[src/rtl/serial_sub_pkg.sv]
// serial_sub_pkg: shared constants and FSM state encoding for the serial subtractor.
// Latency: n/a (declarations only).
// Backpressure: n/a.
// Contents: DEF_WIDTH / DEF_DIGIT defaults, state_t {IDLE, CALC, DONE}.
package serial_sub_pkg;

  localparam int DEF_WIDTH = 8;
  localparam int DEF_DIGIT = 4;

  typedef enum logic [1:0] {
    IDLE = 2'd0,
    CALC = 2'd1,
    DONE = 2'd2
  } state_t;

endpackage

[src/rtl/serial_sub_if.sv]
// serial_sub_if: operand/result handshake bundle for serial_sub.
// Latency: n/a (wires only).
// Backpressure: in_ready gates operand acceptance, out_ready releases the held result.
// Signals: in_valid/in_ready/a/b/c (operand side), out_valid/out_ready/out (result side).
//   master = producer/consumer environment, slave = serial_sub.
interface serial_sub_if
  import serial_sub_pkg::*;
#(
  parameter int WIDTH = DEF_WIDTH
) ();

  logic             in_valid;
  logic             in_ready;
  logic [WIDTH-1:0] a;
  logic [WIDTH-1:0] b;
  logic             c;
  logic             out_valid;
  logic             out_ready;
  logic [WIDTH:0]   out;

  modport master (
    output in_valid, a, b, c, out_ready,
    input  in_ready, out_valid, out
  );

  modport slave (
    input  in_valid, a, b, c, out_ready,
    output in_ready, out_valid, out
  );

endinterface

[src/rtl/serial_sub_digit.sv]
// sub_digit: combinational DIGIT-bit subtractor slice with borrow chaining.
// Latency: 0 cycles (pure combinational).
// Backpressure: none.
// Ports: a, b (DIGIT-bit operands), bin (borrow-in), res = {borrow-out, diff}.
module sub_digit
  import serial_sub_pkg::*;
#(
  parameter int DIGIT = DEF_DIGIT
) (
  input  logic [DIGIT-1:0] a,
  input  logic [DIGIT-1:0] b,
  input  logic             bin,
  output logic [DIGIT:0]   res
);

  // One extra bit of headroom: the top bit of the result is the sign of
  // a - b - bin, which is exactly the borrow-out of this slice.
  assign res = {1'b0, a} - {1'b0, b} - {{DIGIT{1'b0}}, bin};

endmodule

[src/rtl/serial_sub.sv]
// serial_sub: digit-serial a - b - c, one DIGIT slice per cycle, LSB first.
// Latency: out_valid rises WIDTH/DIGIT+1 edges after the accepting edge.
// Backpressure: single operation in flight; result held in DONE until out_ready.
// Ports: clk, rst_n (async active-low), io (serial_sub_if.slave):
//   in_valid/in_ready/a/b/c in, out_valid/out_ready/out = {borrow, diff} out.
// Build option: SERIAL_SUB_SAT_EN clamps the difference to 0 when borrow-out is set.
module serial_sub
  import serial_sub_pkg::*;
#(
  parameter int WIDTH = DEF_WIDTH,
  parameter int DIGIT = DEF_DIGIT
) (
  input logic        clk,
  input logic        rst_n,
  serial_sub_if.slave io
);

  localparam int NDIG = WIDTH / DIGIT;
  localparam int CW   = $clog2(NDIG + 1);

  state_t           state;
  logic [WIDTH-1:0] a_r;
  logic [WIDTH-1:0] b_r;
  logic [WIDTH-1:0] diff_r;
  logic             bor_r;
  logic [CW-1:0]    cnt;

  logic [DIGIT:0]   dig_res;
  logic [WIDTH-1:0] diff_nx;
  logic [WIDTH-1:0] res_val;

  // Single slice reused every CALC cycle; operands shift right so the
  // current digit always sits in the low DIGIT bits.
  sub_digit #(.DIGIT(DIGIT)) u_digit (
    .a   (a_r[DIGIT-1:0]),
    .b   (b_r[DIGIT-1:0]),
    .bin (bor_r),
    .res (dig_res)
  );

  // Result digits enter at the top and shift down, so after NDIG steps
  // the least-significant digit computed first lands in bit 0.
  always_comb begin
    diff_nx                   = diff_r >> DIGIT;
    diff_nx[WIDTH-1 -: DIGIT] = dig_res[DIGIT-1:0];
  end

  always_comb begin
`ifdef SERIAL_SUB_SAT_EN
    res_val = bor_r ? '0 : diff_r;
`else
    res_val = diff_r;
`endif
  end

  always_ff @(posedge clk or negedge rst_n) begin
    if (!rst_n) begin
      state        <= IDLE;
      a_r          <= '0;
      b_r          <= '0;
      diff_r       <= '0;
      bor_r        <= 1'b0;
      cnt          <= '0;
      io.in_ready  <= 1'b1;
      io.out_valid <= 1'b0;
      io.out       <= '0;
    end else begin
      case (state)
        IDLE: begin
          if (io.in_valid) begin
            a_r         <= io.a;
            b_r         <= io.b;
            bor_r       <= io.c;
            diff_r      <= '0;
            cnt         <= '0;
            io.in_ready <= 1'b0;
            state       <= CALC;
          end
        end
        CALC: begin
          if (cnt != CW'(NDIG)) begin
            a_r    <= a_r >> DIGIT;
            b_r    <= b_r >> DIGIT;
            diff_r <= diff_nx;
            bor_r  <= dig_res[DIGIT];
            cnt    <= cnt + 1'b1;
          end else begin
            // All digits done: final borrow and difference are registered
            // onto the output together with out_valid.
            io.out_valid <= 1'b1;
            io.out       <= {bor_r, res_val};
            state        <= DONE;
          end
        end
        DONE: begin
          // in_ready only rises once back in IDLE, so a result consumed
          // this cycle can never overlap a new accept.
          if (io.out_ready) begin
            io.out_valid <= 1'b0;
            io.out       <= '0;
            io.in_ready  <= 1'b1;
            state        <= IDLE;
          end
        end
        default: begin
          state        <= IDLE;
          io.in_ready  <= 1'b1;
          io.out_valid <= 1'b0;
          io.out       <= '0;
        end
      endcase
    end
  end

endmodule

[src/flat_wrapper.sv]
// flat-port wrapper written by rule: the top's interface ports become plain ports
module serial_sub_flat import serial_sub_pkg::*;
#(
  parameter int WIDTH = DEF_WIDTH,
  parameter int DIGIT = DEF_DIGIT
)
  (clk, rst_n, io_in_valid, io_a, io_b, io_c, io_out_ready, io_in_ready, io_out_valid, io_out);
  serial_sub_if #(.WIDTH(WIDTH)) io_i ();
  input logic clk;
  input logic rst_n;
  input wire logic [$bits(io_i.in_valid)-1:0] io_in_valid;
  input wire logic [$bits(io_i.a)-1:0] io_a;
  input wire logic [$bits(io_i.b)-1:0] io_b;
  input wire logic [$bits(io_i.c)-1:0] io_c;
  input wire logic [$bits(io_i.out_ready)-1:0] io_out_ready;
  output wire logic [$bits(io_i.in_ready)-1:0] io_in_ready;
  output wire logic [$bits(io_i.out_valid)-1:0] io_out_valid;
  output wire logic [$bits(io_i.out)-1:0] io_out;
  assign io_i.in_valid = io_in_valid;
  assign io_i.a = io_a;
  assign io_i.b = io_b;
  assign io_i.c = io_c;
  assign io_i.out_ready = io_out_ready;
  assign io_in_ready = io_i.in_ready;
  assign io_out_valid = io_i.out_valid;
  assign io_out = io_i.out;
  serial_sub #(.WIDTH(WIDTH), .DIGIT(DIGIT)) u_core (.clk(clk), .rst_n(rst_n), .io(io_i));
endmodule
[config.mk]
export PLATFORM = sky130hd
export DESIGN_NAME = serial_sub_flat
export DESIGN_NICKNAME = d
export VERILOG_FILES = /design/src/rtl/serial_sub_pkg.sv /design/src/rtl/serial_sub_if.sv /design/src/rtl/serial_sub_digit.sv /design/src/rtl/serial_sub.sv /design/src/flat_wrapper.sv
export SDC_FILE = /design/constraint.sdc
export NUM_CORES = 1
export LEC_CHECK = 0
export CAP_MARGIN = 5
export CORE_ASPECT_RATIO = 0.7
export CORE_MARGIN = 2
export CORE_UTILIZATION = 43
export CTS_BUF_LIST = sky130_fd_sc_hd__clkbuf_8
export CTS_CLUSTER_DIAMETER = 50
export DETAILED_ROUTE_END_ITERATION = 12
export PLACE_DENSITY = 0.77
export SETUP_SLACK_MARGIN = 0.4
export SLEW_MARGIN = 10
export SYNTH_ARGS = -nofsm -noshare
export SYNTH_HDL_FRONTEND = slang
export SYNTH_HIERARCHICAL = 1
export SYNTH_SLANG_ARGS = --single-unit
export TNS_END_PERCENT = 30
[constraint.sdc]
create_clock -name clk -period 1.9 [get_ports clk]
set_input_delay 0.38 -clock clk [delete_from_list [all_inputs] [get_ports clk]]
set_output_delay 0.38 -clock clk [all_outputs]
set_load 0.01 [all_outputs]
# Yosys cells after proc, flatten, opt, wreduce, memory -nomap -nowiden
# Index checks and enable logic that the tools add are counted.
# op_classes
n_addsub	3
eq_ne	7
mux	28
bitwise	2
n_reduce_logical	6
# ops
op	count
$mux W8	6
$pmux W8 S2	3
$pmux W9 S3	1
$mux W9	2
$reduce_and A3 Y1	4
$mux W2	5
$ne A2 B2 Y1 const B	4
$mux W1	6
$pmux W1 S3	2
$pmux W2 S3	1
$sub A4 B4 Y5	1
$sub A5 B1 Y5	1
$pmux W2 S2	1
$add A2 B1 Y2 const B	1
$eq A2 B1 Y1 const B	1
$eq A2 B2 Y1 const B	1
$logic_not A2 Y1	1
$ne A2 B1 Y1 const B	1
$not A1 Y1	2
$pmux W1 S2	1
$reduce_bool A2 Y1	1
# totals
regBits	40
out_inout_bits	11

# Logic depth before layout (Yosys ltp)
# depth
depth_word	4
ltp_mapped	8
mapped_depth_nobuf	8

# Cells and area by module
# The synthesis kept the hierarchy.
# by_module_without_submodules
mod	instances	cells_each	area_per_inst_um2
serial_sub	1	130	1736.7
sub_digit	1	24	207.7

# Worst setup path after synthesis
# Ideal clock, no wire load.
# synth_timing
path_type	reg-to-reg
from	reg u_core.a_r[0]
to	reg u_core.bor_r
setup_time_ps	73
t_arrival_ps	1888
t_required_ps	1827
slack_ps	-61
stages_incl_launch_ff	8
path_cell_list	dfrtp_1 > fa_1 > fa_1 > nand2b_1 > a21oi_2 > xor2_1 > mux2i_1 > a21oi_2
# synth_between
elab_chain_cells	4
# synth_lines
element	line_no	source
from (decl)	serial_sub.sv:22	logic [WIDTH-1:0] a_r;
from (signal assigned)	serial_sub.sv:71	a_r <= io.a;
from (signal assigned)	serial_sub.sv:82	a_r <= a_r >> DIGIT;
$sub A4 B4 Y5	serial_sub_digit.sv:18	assign res = {1'b0, a} - {1'b0, b} - {{DIGIT{1'b0}}, bin};
$sub A5 B1 Y5	serial_sub_digit.sv:18	
named net u_core.dig_res[4]	serial_sub.sv:28	logic [DIGIT:0] dig_res;
$mux W1	serial_sub.sv:81	if (cnt != CW'(NDIG)) begin
$pmux W1 S2	serial_sub.sv:68	case (state)
to (signal assigned)	serial_sub.sv:73	bor_r <= io.c;
to (signal assigned)	serial_sub.sv:85	bor_r <= dig_res[DIGIT];
to (decl)	serial_sub.sv:25	logic bor_r;
# The timed path passes the listed nets, and every way through them passes these cells. The select of a mux whose other input is x is not followed.
# A chain may end at the register's enable or synchronous reset.

# Worst setup path in the final report
# layout_timing
from	reg u_core.bor_r
to	reg u_core.bor_r
# layout_between
elab_chain_cells	3
# layout_lines
element	line_no
$sub A5 B1 Y5	serial_sub_digit.sv:18
named net u_core.dig_res[4]	serial_sub.sv:28
$mux W1	serial_sub.sv:81
$pmux W1 S2	serial_sub.sv:68
# The timed path passes the listed nets, and every way through them passes these cells. The select of a mux whose other input is x is not followed.

==> impl_metrics.tcl <==
set metrics [dict create \
    status "complete, but fails checks" \
    violations "negative setup slack" \
    finalSetupTns_ps -44.2 \
    drive_gt1_share_pct 27.9 \
    core_area_mm2 0.00435 \
    rrSetupSlack_ps -40 \
    clock-sinks 40 \
    synth_area_mm2 0.00194 \
    post-route-drc-count 0 \
    die_w_um 84.4 \
    cts_htree_levels 2 \
    cts_buffers 5 \
    routabilityCongestion 0.838 \
    synth_top_area_share_pct 50.2 \
    drv_cap 0 \
    num_vias 1321 \
    synth_cells 154 \
    clockRootBuffer "clkbuf_8" \
    cp-endpoint "u_core/bor_r$_DFFE_PN0P_" \
    slew_headroom_pct 69.2 \
    synth-seq-cells 40 \
    rsz0062_at_grt "true" \
    critPathArrivalTime_ps 2150 \
    grt_first_pass_wirelength_mm 6.52 \
    total_power_mw 4.84 \
    drv_slew 0 \
    regArea_mm2 0.00100 \
    hp-class "in2async" \
    clock_latency_ps 290 \
    grt.overflow.total 0 \
    grt_pass1_vias 1332 \
    r2r-start "u_core/bor_r$_DFFE_PN0P_" \
    reg2reg_to "u_core/bor_r$_DFFE_PN0P_" \
    core.rowCount 20 \
    start_util_pct 44.7 \
    postSynthAreaPerCell_um2 12.6 \
    final_cell_area_mm2 0.00253 \
    antenna_found_initial 0 \
    drt_iter0_markers 87 \
    tightest_slew_ps 462 \
    peakVddDrop_uv 766 \
    first_pass_iters 4 \
    start_kind "flip-flop" \
    critPathRequiredTime_ps 2110 \
    synth_warnings 6 \
    area_growth_pct 30.1 \
    pre_cts_slack_ps -57.0 \
    port_buffers 31 \
    cts_hold_buf 0 \
    yosysSeqAreaShare_pct 51.5 \
    layout_common_cells "dfrtp_1, a22o_1, clkdlybuf4s50_1" \
    p_per_area_mw_per_mm2 1910 \
    fin_ws_ps -44.2 \
    p_leak_nw 1.26 \
    finalHoldViolCount 0 \
    setup_viol 1 \
    diodes 0 \
    period_share_pct 102 \
    synth_area_leader_cell "dfrtp_1" \
    fmax_mhz 514 \
    clock_path_buffers 2 \
    syn-num-nets 184 \
    criticalPathCategory "reg2reg" \
    min_period_ps 1940 \
    multiInputGateArea_um2 853 \
    track_usage_pct 17.0 \
    cp_max_fo 2 \
    ant_nets 0 \
    clkTransAtPathRegs_ps 80 \
    grt_max_degree 22 \
    final_common_cell "dfrtp_1" \
    fillers 367 \
    whs_ps 32.9 \
    synth.distinct_cells 32 \
    routed_via_density 5.24 \
    ys_top_cells_by_area "dfrtp_1, a22o_1, mux2i_1" \
    ioPinCount 32 \
    drt-total-wl_mm 3.87 \
    dp_hpwl_mm 2.66 \
    wl_per_cell_um 15.4 \
    dieHeight_um 60.3 \
    critical_path.startpoint "u_core/bor_r$_DFFE_PN0P_" \
    skew_ps 5.24 \
    cts_tree "done" \
    placed_area_mm2 0.00231 \
    dieArea_mm2 0.00508 \
    fin_nets 226 \
    endpoint_kind "flip-flop" \
    reg2reg_depth 8 \
]
Yosys cell counts (all sizes together):
| library cell | n |
|---|---|
| fa | 2 |
| dfstp | 1 |
| nand2b | 2 |
| mux2i | 9 |
| and2 | 1 |
| or2 | 1 |
| dfrtp | 39 |
| xor2 | 4 |
| nand2 | 2 |
| buf | 8 |
| a21o | 1 |
| clkbuf | 1 |
| o211ai | 3 |
| a22o | 23 |
| nor2b | 1 |
| o21ai | 6 |
| ha | 7 |
| nor2 | 3 |
| inv | 14 |
| nand3b | 1 |
| nor3b | 2 |
| nor3 | 10 |
| a21oi | 13 |
sequential cells by signal, summed over array words and instances, names as in the netlist:
register / cells
u_core/a_r: 8
u_core/b_r: 8
u_core/bor_r: 1
u_core/cnt: 2
u_core/diff_r: 8
u_core/io.in_ready: 1
u_core/io.out: 9
u_core/io.out_valid: 1
u_core/state: 2
where the power goes:
part / internal, mW / leakage, nW / total, mW / switching, mW
Combinational: 1.41 / 0.706 / 2.78 / 1.37
Clock: 0.285 / 0.0538 / 0.568 / 0.282
Sequential: 1.21 / 0.504 / 1.49 / 0.277
worst max-delay path, cell delays in order, from the launching register on:
cell      delay (ps)
dfrtp_1          370
inv_2             50
fa_2             400
fa_2             350
nand2b_4         150
a21oi_2          120
xor2_1           160
mux2i_1          100
a21oi_2          160
per-layer routing:
layer,GRT usage [%],up-vias,share of wire [%],wire (um)
li1,-,632,-,-
met1,22.6,647,48,1850
met2,27.9,34,46,1770
met3,4.42,8,5.2,200
met4,5.44,0,1.4,53
met5,0,-,0,0
worst min-delay path by stage:
stage,cells past startpoint,to,start
finish,1,u_core/io.out[3]$_DFFE_PN0P_,rst_n
global route,1,u_core/diff_r[2]$_DFFE_PN0P_,rst_n
global placement,1,u_core/io.out[3]$_DFFE_PN0P_,rst_n
CTS,1,u_core/io.out[5]$_DFFE_PN0P_,rst_n
detailed placement,1,u_core/io.out[3]$_DFFE_PN0P_,rst_n
floorplan,0,u_core/a_r[0]$_DFFE_PN0P_,rst_n
cell type report:
cell class / instances / share of cell area (%)
Tap cell: 55 / 2.72
Timing Repair Buffer: 44 / 18.1
Multi-Input combinational cell: 91 / 33.7
Clock buffer: 6 / 3.27
Inverter: 14 / 2.28
Sequential cell: 40 / 39.6
Clock inverter: 2 / 0.297
logic make-up (layout without fill, tap and decap cells):
logic type	count (synthesis)	after routing	synth area share, %
compound gates	46	46	18.7
xor+xnor	4	4	1.80
fa+ha+maj	9	9	6.56
buf+inv	23	66	6.50
flops	40	40	51.5
mux	9	9	4.63
simple gates	23	23	10.2
repair_timing:
action | 4_1_cts | 5_1_grt
pin swaps | 6 | 4
setup endpoints to repair | 37 | 40
setup buffers | 5 | 2
gates resized for setup | 12 | 14
per-stage QoR:
stage / utilization, % / instances
after global placement: 53.2 / 237
after detailed placement: 53.2 / 237
final: 58.1 / 252
after global routing: 58.1 / 252
after floorplan: - / 154
after CTS: 56.4 / 250
Power figures use the tool's default switching activity.
